**src/rtl/lsu_pkg.sv**
```systemverilog
// Shared state encoding, RISC-V load/store funct3 codes and an access-size helper
// for the load/store unit.
package lsu_pkg;

    localparam logic [2:0] ST_IDLE   = 3'd0;
    localparam logic [2:0] ST_LOAD   = 3'd1;
    localparam logic [2:0] ST_STORE  = 3'd2;
    localparam logic [2:0] ST_RMW_RD = 3'd3;
    localparam logic [2:0] ST_RMW_WR = 3'd4;
    localparam logic [2:0] ST_RESP   = 3'd5;

    typedef enum logic [2:0] {
        IDLE   = ST_IDLE,
        LOAD   = ST_LOAD,
        STORE  = ST_STORE,
        RMW_RD = ST_RMW_RD,
        RMW_WR = ST_RMW_WR,
        RESP   = ST_RESP
    } lsu_state_t;

    localparam logic [2:0] F3_B  = 3'b000;
    localparam logic [2:0] F3_H  = 3'b001;
    localparam logic [2:0] F3_W  = 3'b010;
    localparam logic [2:0] F3_D  = 3'b011;
    localparam logic [2:0] F3_BU = 3'b100;
    localparam logic [2:0] F3_HU = 3'b101;
    localparam logic [2:0] F3_WU = 3'b110;

    // Access width in bytes; the low two funct3 bits carry the size for every encoding.
    function automatic logic [3:0] size_bytes(input logic [2:0] funct3);
        case (funct3[1:0])
            2'b00:   return 4'd1;
            2'b01:   return 4'd2;
            2'b10:   return 4'd4;
            default: return 4'd8;
        endcase
    endfunction

endpackage

```
**src/rtl/load_store_unit_byte_lane.sv**
```systemverilog
// Combinational byte-lane logic: extends load data and merges sub-doubleword store
// data into the doubleword read back from memory.
module lsu_byte_lane
    import lsu_pkg::*;
(
    input  logic [2:0]  funct3,
    input  logic [63:0] mem_word,
    input  logic [63:0] store_data,
    output logic [63:0] load_value,
    output logic [63:0] merged_word
);

    // NOTE: every output of a combinational block gets a default first so no latch is inferred.
    always_comb begin
        load_value = '0;
        case (funct3)
            F3_B:    load_value = {{56{mem_word[7]}},  mem_word[7:0]};
            F3_H:    load_value = {{48{mem_word[15]}}, mem_word[15:0]};
            F3_W:    load_value = {{32{mem_word[31]}}, mem_word[31:0]};
            F3_D:    load_value = mem_word;
            F3_BU:   load_value = {56'd0, mem_word[7:0]};
            F3_HU:   load_value = {48'd0, mem_word[15:0]};
            F3_WU:   load_value = {32'd0, mem_word[31:0]};
            default: load_value = '0;
        endcase
    end

    // The memory has no byte enables, so bytes above the store width are written back unchanged.
    always_comb begin
        merged_word = store_data;
        case (funct3[1:0])
            2'b00:   merged_word = {mem_word[63:8],  store_data[7:0]};
            2'b01:   merged_word = {mem_word[63:16], store_data[15:0]};
            2'b10:   merged_word = {mem_word[63:32], store_data[31:0]};
            default: merged_word = store_data;
        endcase
    end

endmodule

```
**src/rtl/load_store_unit.sv**
```systemverilog
// MEM-stage initiator for the byte-addressed data memory; one request in flight,
// read-modify-write for sb/sh/sw. Optional alignment trap: `define MISALIGN_TRAP_EN.
module load_store_unit
    import lsu_pkg::*;
#(
    parameter int MEM_BYTES = 256,
    parameter int ADDR_W    = 64
) (
    input  logic              clk,
    input  logic              reset,
    input  logic              req_valid,
    output logic              req_ready,
    input  logic              req_write,
    input  logic [2:0]        req_funct3,
    input  logic [ADDR_W-1:0] req_addr,
    input  logic [63:0]       req_wdata,
    output logic              resp_valid,
    output logic [63:0]       resp_rdata,
    output logic              resp_err,
    output logic [ADDR_W-1:0] mem_address,
    output logic [63:0]       mem_write_data,
    output logic              mem_memoryread,
    output logic              mem_memorywrite,
    input  logic [63:0]       mem_read_data
);

    localparam logic [ADDR_W-1:0] LAST_START = ADDR_W'(MEM_BYTES - 8);

    lsu_state_t        state;
    lsu_state_t        state_next;
    logic [2:0]        funct3_q;
    logic [ADDR_W-1:0] addr_q;
    logic [63:0]       wdata_q;
    logic [63:0]       merged_q;
    logic [63:0]       rdata_q;
    logic              err_q;

    logic              accept;
    logic              misaligned;
    logic              req_err;
    logic [63:0]       load_value;
    logic [63:0]       merged_word;

    assign req_ready = (state == IDLE);
    assign accept    = req_valid && req_ready;

    always_comb begin
        misaligned = 1'b0;
`ifdef MISALIGN_TRAP_EN
        misaligned = (req_addr[3:0] & (size_bytes(req_funct3) - 4'd1)) != 4'd0;
`endif
    end

    assign req_err = (req_funct3 == 3'b111)
                  || (req_write && req_funct3[2])
                  || (req_addr > LAST_START)
                  || misaligned;

    always_comb begin
        state_next = state;
        case (state)
            IDLE: begin
                if (req_valid) begin
                    if (req_err)
                        state_next = RESP;
                    else if (!req_write)
                        state_next = LOAD;
                    else if (size_bytes(req_funct3) == 4'd8)
                        state_next = STORE;
                    else
                        state_next = RMW_RD;
                end
            end
            LOAD, STORE, RMW_WR: state_next = RESP;
            RMW_RD:              state_next = RMW_WR;
            RESP:                state_next = IDLE;
            default:             state_next = IDLE;
        endcase
    end

    // NOTE: sequential state uses non-blocking assignments so every flop samples pre-edge values.
    always_ff @(posedge clk) begin
        if (reset) begin
            state   <= IDLE;
            rdata_q <= '0;
            err_q   <= 1'b0;
        end else begin
            state <= state_next;
            if (accept) begin
                rdata_q <= '0;
                err_q   <= req_err;
            end else if (state == LOAD) begin
                rdata_q <= load_value;
            end
        end
    end

    // NOTE: request/datapath registers carry no reset; they are only observed after an accept loads them.
    always_ff @(posedge clk) begin
        if (accept) begin
            funct3_q <= req_funct3;
            addr_q   <= req_addr;
            wdata_q  <= req_wdata;
        end
        if (state == RMW_RD)
            merged_q <= merged_word;
    end

    lsu_byte_lane u_byte_lane (
        .funct3      (funct3_q),
        .mem_word    (mem_read_data),
        .store_data  (wdata_q),
        .load_value  (load_value),
        .merged_word (merged_word)
    );

    // Strobes depend on state alone, so a write in flight at a reset edge still commits.
    always_comb begin
        mem_memoryread  = 1'b0;
        mem_memorywrite = 1'b0;
        mem_address     = '0;
        mem_write_data  = '0;
        case (state)
            LOAD, RMW_RD: begin
                mem_memoryread = 1'b1;
                mem_address    = addr_q;
            end
            STORE: begin
                mem_memorywrite = 1'b1;
                mem_address     = addr_q;
                mem_write_data  = wdata_q;
            end
            RMW_WR: begin
                mem_memorywrite = 1'b1;
                mem_address     = addr_q;
                mem_write_data  = merged_q;
            end
            default: ;
        endcase
    end

    assign resp_valid = (state == RESP);
    assign resp_rdata = rdata_q;
    assign resp_err   = err_q;

endmodule

```
**config.mk**
```make
export PLATFORM = sky130hd
export DESIGN_NAME = load_store_unit
export DESIGN_NICKNAME = d
export VERILOG_FILES = /design/src/rtl/lsu_pkg.sv /design/src/rtl/load_store_unit_byte_lane.sv /design/src/rtl/load_store_unit.sv
export SDC_FILE = /design/constraint.sdc
export NUM_CORES = 1
export LEC_CHECK = 0
export BUFFER_PORTS_ARGS = -buffer_cell sky130_fd_sc_hd__clkbuf_2
export CAP_MARGIN = 15
export CORE_MARGIN = 3
export CORE_UTILIZATION = 50
export CTS_CLUSTER_SIZE = 30
export DETAILED_ROUTE_END_ITERATION = 7
export GPL_TIMING_DRIVEN = 0
export PLACE_DENSITY_LB_ADDON = 0.05
export SYNTH_ARGS = -nofsm -noshare
export SYNTH_HDL_FRONTEND = slang
export SYNTH_HIERARCHICAL = 1
export SYNTH_SLANG_ARGS = --single-unit
```
**constraint.sdc**
```tcl
create_clock -name clk -period 3 [get_ports clk]
set_input_delay 0.3 -clock clk [delete_from_list [all_inputs] [get_ports clk]]
set_output_delay 0.3 -clock clk [all_outputs]
set_load 0.03 [all_outputs]
```
## Word level (Yosys, flattened, before mapping)

Cells that the tools add are included.

| word-level totals | value |
|---|---|
| bits in registers | 263 |
| input port bits | 199 |
| output and inout bits | 197 |
| word-level logic and storage cells | 55 |

| cells by class | value |
|---|---|
| $lt $le $gt $ge | 1 |
| equality and inequality tests | 18 |
| muxes and demuxes | 16 |
| reduce and logical (&&, ||, !) cells | 13 |

Operators with widths:

| kind | count |
|---|---|
| case mux 64 bit (7 select lines) | 1 |
| case mux 64 bit (3 select lines) | 1 |
| case mux 64 bit (2 select lines) | 1 |
| greater-than comparator 64 x 8 -> 1 bit (second input constant) | 1 |
| two-way mux 64 bit | 1 |
| equality test 3 bit (second input constant) | 6 |
| two-way mux 4 bit | 4 |
| equality test 3 x 2 -> 1 bit (second input constant) | 4 |
| case mux 4 bit (3 select lines) | 1 |
| case mux 3 bit (3 select lines) | 1 |
| equality test 3 x 1 -> 1 bit (second input constant) | 2 |
| logical NOT 3 bit | 2 |
| two-way mux 3 bit | 2 |
| OR reduction 2 bit | 3 |
| equality test 2 x 1 -> 1 bit (second input constant) | 2 |
| equality test 2 bit (second input constant) | 2 |
| equality test 4 bit (second input constant) | 1 |
| logical NOT 2 bit | 2 |
| OR reduction 4 bit | 1 |
| two-way mux 1 bit | 3 |
| OR reduction 3 bit | 1 |
| logical AND 1 bit | 2 |
| logical OR 1 bit | 2 |
| two-way mux 2 bit | 1 |
| inequality test 2 bit (second input constant) | 1 |

## Longest topological paths before layout

| logic depth | value |
|---|---|
| depth in word-level cells | 12 |
| mapped depth | 7 |

## By module

Netlist, hierarchy kept.

Modules (own cells, without submodules):

| module | instances | cells each | area each (um2) | sequential area each (um2) |
|---|---|---|---|---|
| load_store_unit | 1 | 683 | 9,853.2 | 7,216.9 |
| lsu_byte_lane | 1 | 249 | 1,793.0 | 0.0 |

## Least setup slack after synthesis

No wires, ideal clock.

| timing path | value |
|---|---|
| kind | flip-flop to flip-flop |
| start point | reg state[0] |
| end point | reg merged_q[0] (enable) |
| arrival | 2.378 ns |
| required time | 2.571 ns |
| slack | 0.193 ns |
| cell stages (with the launch flop) | 3 |
| cells stage by stage | dfxtp_1 nor2b_2 and2_1 |

| on the way | value |
|---|---|
| word-level cells in the longest chain between the ends | 1 |

Ends and longest elaborated chain:

| item | RTL line | text |
|---|---|---|
| start, declared | load_store_unit.sv:29 | `lsu_state_t state;` |
| start signal, assigned | load_store_unit.sv:88 | `state <= state_next;` |
| equality test 3 x 2 -> 1 bit | load_store_unit.sv:105 | `if (state == RMW_RD)` |
| end signal, assigned | load_store_unit.sv:106 | `merged_q <= merged_word;` |
| end, declared | load_store_unit.sv:34 | `logic [63:0] merged_q;` |

No other way between the ends.
A chain may end at the register's enable or synchronous reset.

## Final worst setup path

| timing path | value |
|---|---|
| start point | reg state[1] |
| end point | out mem_write_data[51] |

| on the way | value |
|---|---|
| word-level cells in the longest chain between the ends | 2 |

Ends and longest elaborated chain:

| item | RTL line | text |
|---|---|---|
| equality test 3 bit or equality test 3 x 2 -> 1 bit (tied branches) | load_store_unit.sv:123 | `case (state)` |
| case mux 64 bit (2 select lines) (*) | load_store_unit.sv:123 |  |
| end, declared | load_store_unit.sv:21 | `output logic [63:0] mem_write_data,` |

Every way passes the cells marked *; elsewhere a longest branch is shown, timed or not.

==> results.json <==
{
  "die_area_um2": 25200,
  "power_density_nw_per_um2": 669,
  "dr.pass1.iters": 5,
  "numCtsBuffers": 29,
  "met3_usage": 0.0688,
  "fmax_ghz": 0.358,
  "muxShareOfSynthArea": 0.0670,
  "min_to": "state[1]",
  "start_kind": "register",
  "status": "completed",
  "tightest_slew_ns": 0.659,
  "power.total_mw": 10.9,
  "avgViaCountPerCell": 5.30,
  "r2r_setup_slack_ns": 0.56,
  "path_class": "register to output port",
  "fin_tns_setup_ns": 0,
  "first_global_vias": 9880,
  "antenna_found_initial": 1,
  "p_sw_mw": 3.57,
  "synth_compound_area_frac": 0.139,
  "finalClockSkew_ns": 0.0101,
  "busiest_layer": "met2",
  "ys_seq_area_frac": 0.620,
  "synth_top_area_frac": 0.503,
  "synth_cells": 932,
  "yosys.area_share.simple": 0.122,
  "hp-start": "req_write",
  "dpl_cell_area_um2": 14100,
  "p_leak_nw": 6.74,
  "ys_ff_latch": 263,
  "wirelength_um": 37800,
  "initial_core_util": 0.511,
  "drtIter0Drc": 605,
  "io_buffers": 394,
  "setup_violations": 0,
  "synth-adder-area-share": 0,
  "cts_sinks": 263,
  "finish.instance_area_um2": 16300,
  "track_usage": 0.288,
  "synth_largest_area_cell": "edfxtp_1",
  "finalHoldViolations": 0,
  "synth.avg_cell_area_um2": 12.5,
  "grt_max_degree": 99,
  "worstReg2RegEnd": "resp_rdata[29]",
  "coreArea_um2": 22800,
  "syn2layout_area_growth_pct": 40.1,
  "maxSlewViolCount": 0,
  "yosys_warnings": 6,
  "crit_fanout": 10,
  "ios": 396,
  "r2r-start": "state[2]",
  "arrival_ns": 2.50,
  "drive_gt1_frac": 0.404,
  "pwr-share-seq": 0.403,
  "nets": 1690,
  "globalRoute.totalOverflow": 0,
  "gr-usage-met2": 0.499,
  "p_clk_frac": 0.317,
  "p_sw_frac": 0.327,
  "die_h_um": 159,
  "num_rows": 55,
  "rsz0062_at_grt": "false",
  "cap_violations": 0,
  "grt_pass1_wl_um": 55400,
  "die_w_um": 159,
  "synth-xor-area-share": 0,
  "wire_per_inst_um": 20.7,
  "clock_latency_ns": 0.54,
  "ir_drop_uv": 587,
  "synth_area_leaders": "edfxtp_1, dfxtp_1, nand2_1",
  "synth_top_family_by_area": "compound AO/OA/AOI/OAI gates",
  "p_int_mw": 7.35,
  "min_period_ns": 2.80,
  "instances_no_fill": 1827,
  "root_buffer": "clkbuf_16",
  "ant_nets": 0,
  "clk_path_buf_depth": 3,
  "h-tree-depth": 1,
  "place_congestion": 0.843,
  "cts.clk_slew.worst_paths_ns": 0.06,
  "cts_tree": "done",
  "hold_path_depth": 3,
  "reg2regPathDepth": 8,
  "via_count": 9685,
  "slew_headroom": 0.561,
  "dp_cells": 1641,
  "combPwrFrac": 0.281,
  "dp_hpwl_um": 26100,
  "drc": 0,
  "period_share": 0.932,
  "grtUsageMet1": 0.357,
  "hold_path_class": "primary input to register",
  "syn_nets": 1131,
  "end_kind": "output port",
  "cp_data_required_time_ns": 2.70,
  "ys_types": 43,
  "netlist_area_um2": 11600,
  "postLayoutCoreUtil": 0.717
}
sequential cells by signal, indices dropped and copies added, names as in the netlist:
register,flops
funct3_q,3
wdata_q,64
merged_q,64
state,3
resp_err,1
resp_rdata,64
addr_q,64
stage by stage:
step / hold slack, ns / setup WS (ns)
2_1_floorplan: 0.372 / 0.193
3_3_place_gp: 0.443 / -0.619
3_5_place_dp: 0.449 / 0.518
4_1_cts: 0.0273 / 0.0807
5_1_grt: 0.0530 / 0.0706
6_report: 0.0463 / 0.203
how the worst max path moves through the flow:
stage                        start  slack (ns)                 end
after floorplan           state[0]        0.19         merged_q[0]
after global placement    state[0]       -0.62        merged_q[50]
after detailed placement  state[2]        0.52      resp_rdata[51]
after CTS                 state[1]        0.08  mem_write_data[28]
after global routing      state[2]        0.07  mem_write_data[44]
final                     state[1]        0.20  mem_write_data[51]
metal layers:
layer,vias to the layer above,wire length (um),share of wire
met4,0,1230,0.032
met5,-,0,0
li1,4534,-,-
met2,488,18500,0.49
met3,70,3260,0.086
met1,4593,14800,0.39
cell families (layout without fill, tap and decap cells):
family / count (synthesis) / after routing
AOI/OAI and AO/OA: 208 / 208
buffers and inverters: 110 / 691
DFF: 263 / 263
muxes: 73 / 73
other: 0 / 1
and+or+nand+nor: 278 / 278
power by group through the flow:
stage | sequential [mW] | clock, mW | combinational, mW
after floorplan | 4.55 | 0 | 1.83
after global placement | 4.47 | 0 | 2.87
after detailed placement | 4.47 | 0 | 2.90
after CTS | 4.40 | 3.51 | 3.05
after global routing | 4.43 | 3.66 | 3.26
final | 4.40 | 3.46 | 3.07
final cells by class:
cell class,count,area [um2]
repair buffers,528,3350
inverters,26,97.6
flip-flops and latches,263,7220
diodes,1,2.50
clock buffers,38,801
plain buffers,84,514
multi-input cells,559,3820
clock inverters,15,125
fillers,1646,6460
well taps,313,392
synth_stat cells:
master and instances:
and4b_1 1, mux2i_1 33, or4_1 1, nand4_1 2, a22o_1 64, nor2_2 1
nor4_1 13, a311oi_1 2, and2_1 75, o211ai_2 4, buf_8 6, buf_4 10
nor3_2 1, nand2b_1 2, and3b_1 1, or2_2 1, nor2_1 1, a21bo_1 1
nor3b_1 2, or4b_4 1, buf_6 7, o211ai_1 5, o22ai_1 48, buf_2 29
a31oi_1 1, or2_1 2, a21oi_1 5, o21ai_0 18, inv_1 26, buf_1 6
clkbuf_1 26, or3_1 1, edfxtp_1 195, dfxtp_1 68, nor4_2 5, nand3_1 4
nor2b_2 1, nor2b_1 1, nand2_1 150, a21oi_2 60, mux2_2 40, nor3_1 3
nand3b_1 9
layout by cell type, fill, tap and decap left out, types with 30 or more instances in the layout:
cell / count
clkbuf_2: 396
edfxtp_1: 195
nand2_1: 150
dlygate4sd3_1: 132
and2_1: 74
dfxtp_1: 68
a22o_1: 64
a21oi_2: 60
o22ai_1: 48
mux2_2: 40
mux2i_1: 33
buf_2: 31
clkbuf_1: 31
clkbuf_16: 30
critical path: stages (launching register included):
cell and delay [ns]:
dfxtp_1 0.46, nor3b_1 0.32, buf_2 0.32, buf_1 0.44, a22o_1 0.21, clkbuf_2 0.21
repair_timing:
action                                  CTS  global route
gates cloned                              0             0
hold buffers                            132             0
gates resized for setup                   3             1
endpoints found under the hold margin   133             0
endpoints found under the setup margin   11             4
setup buffers                             0             0
Note: power is estimated with default switching activity, not from simulation.
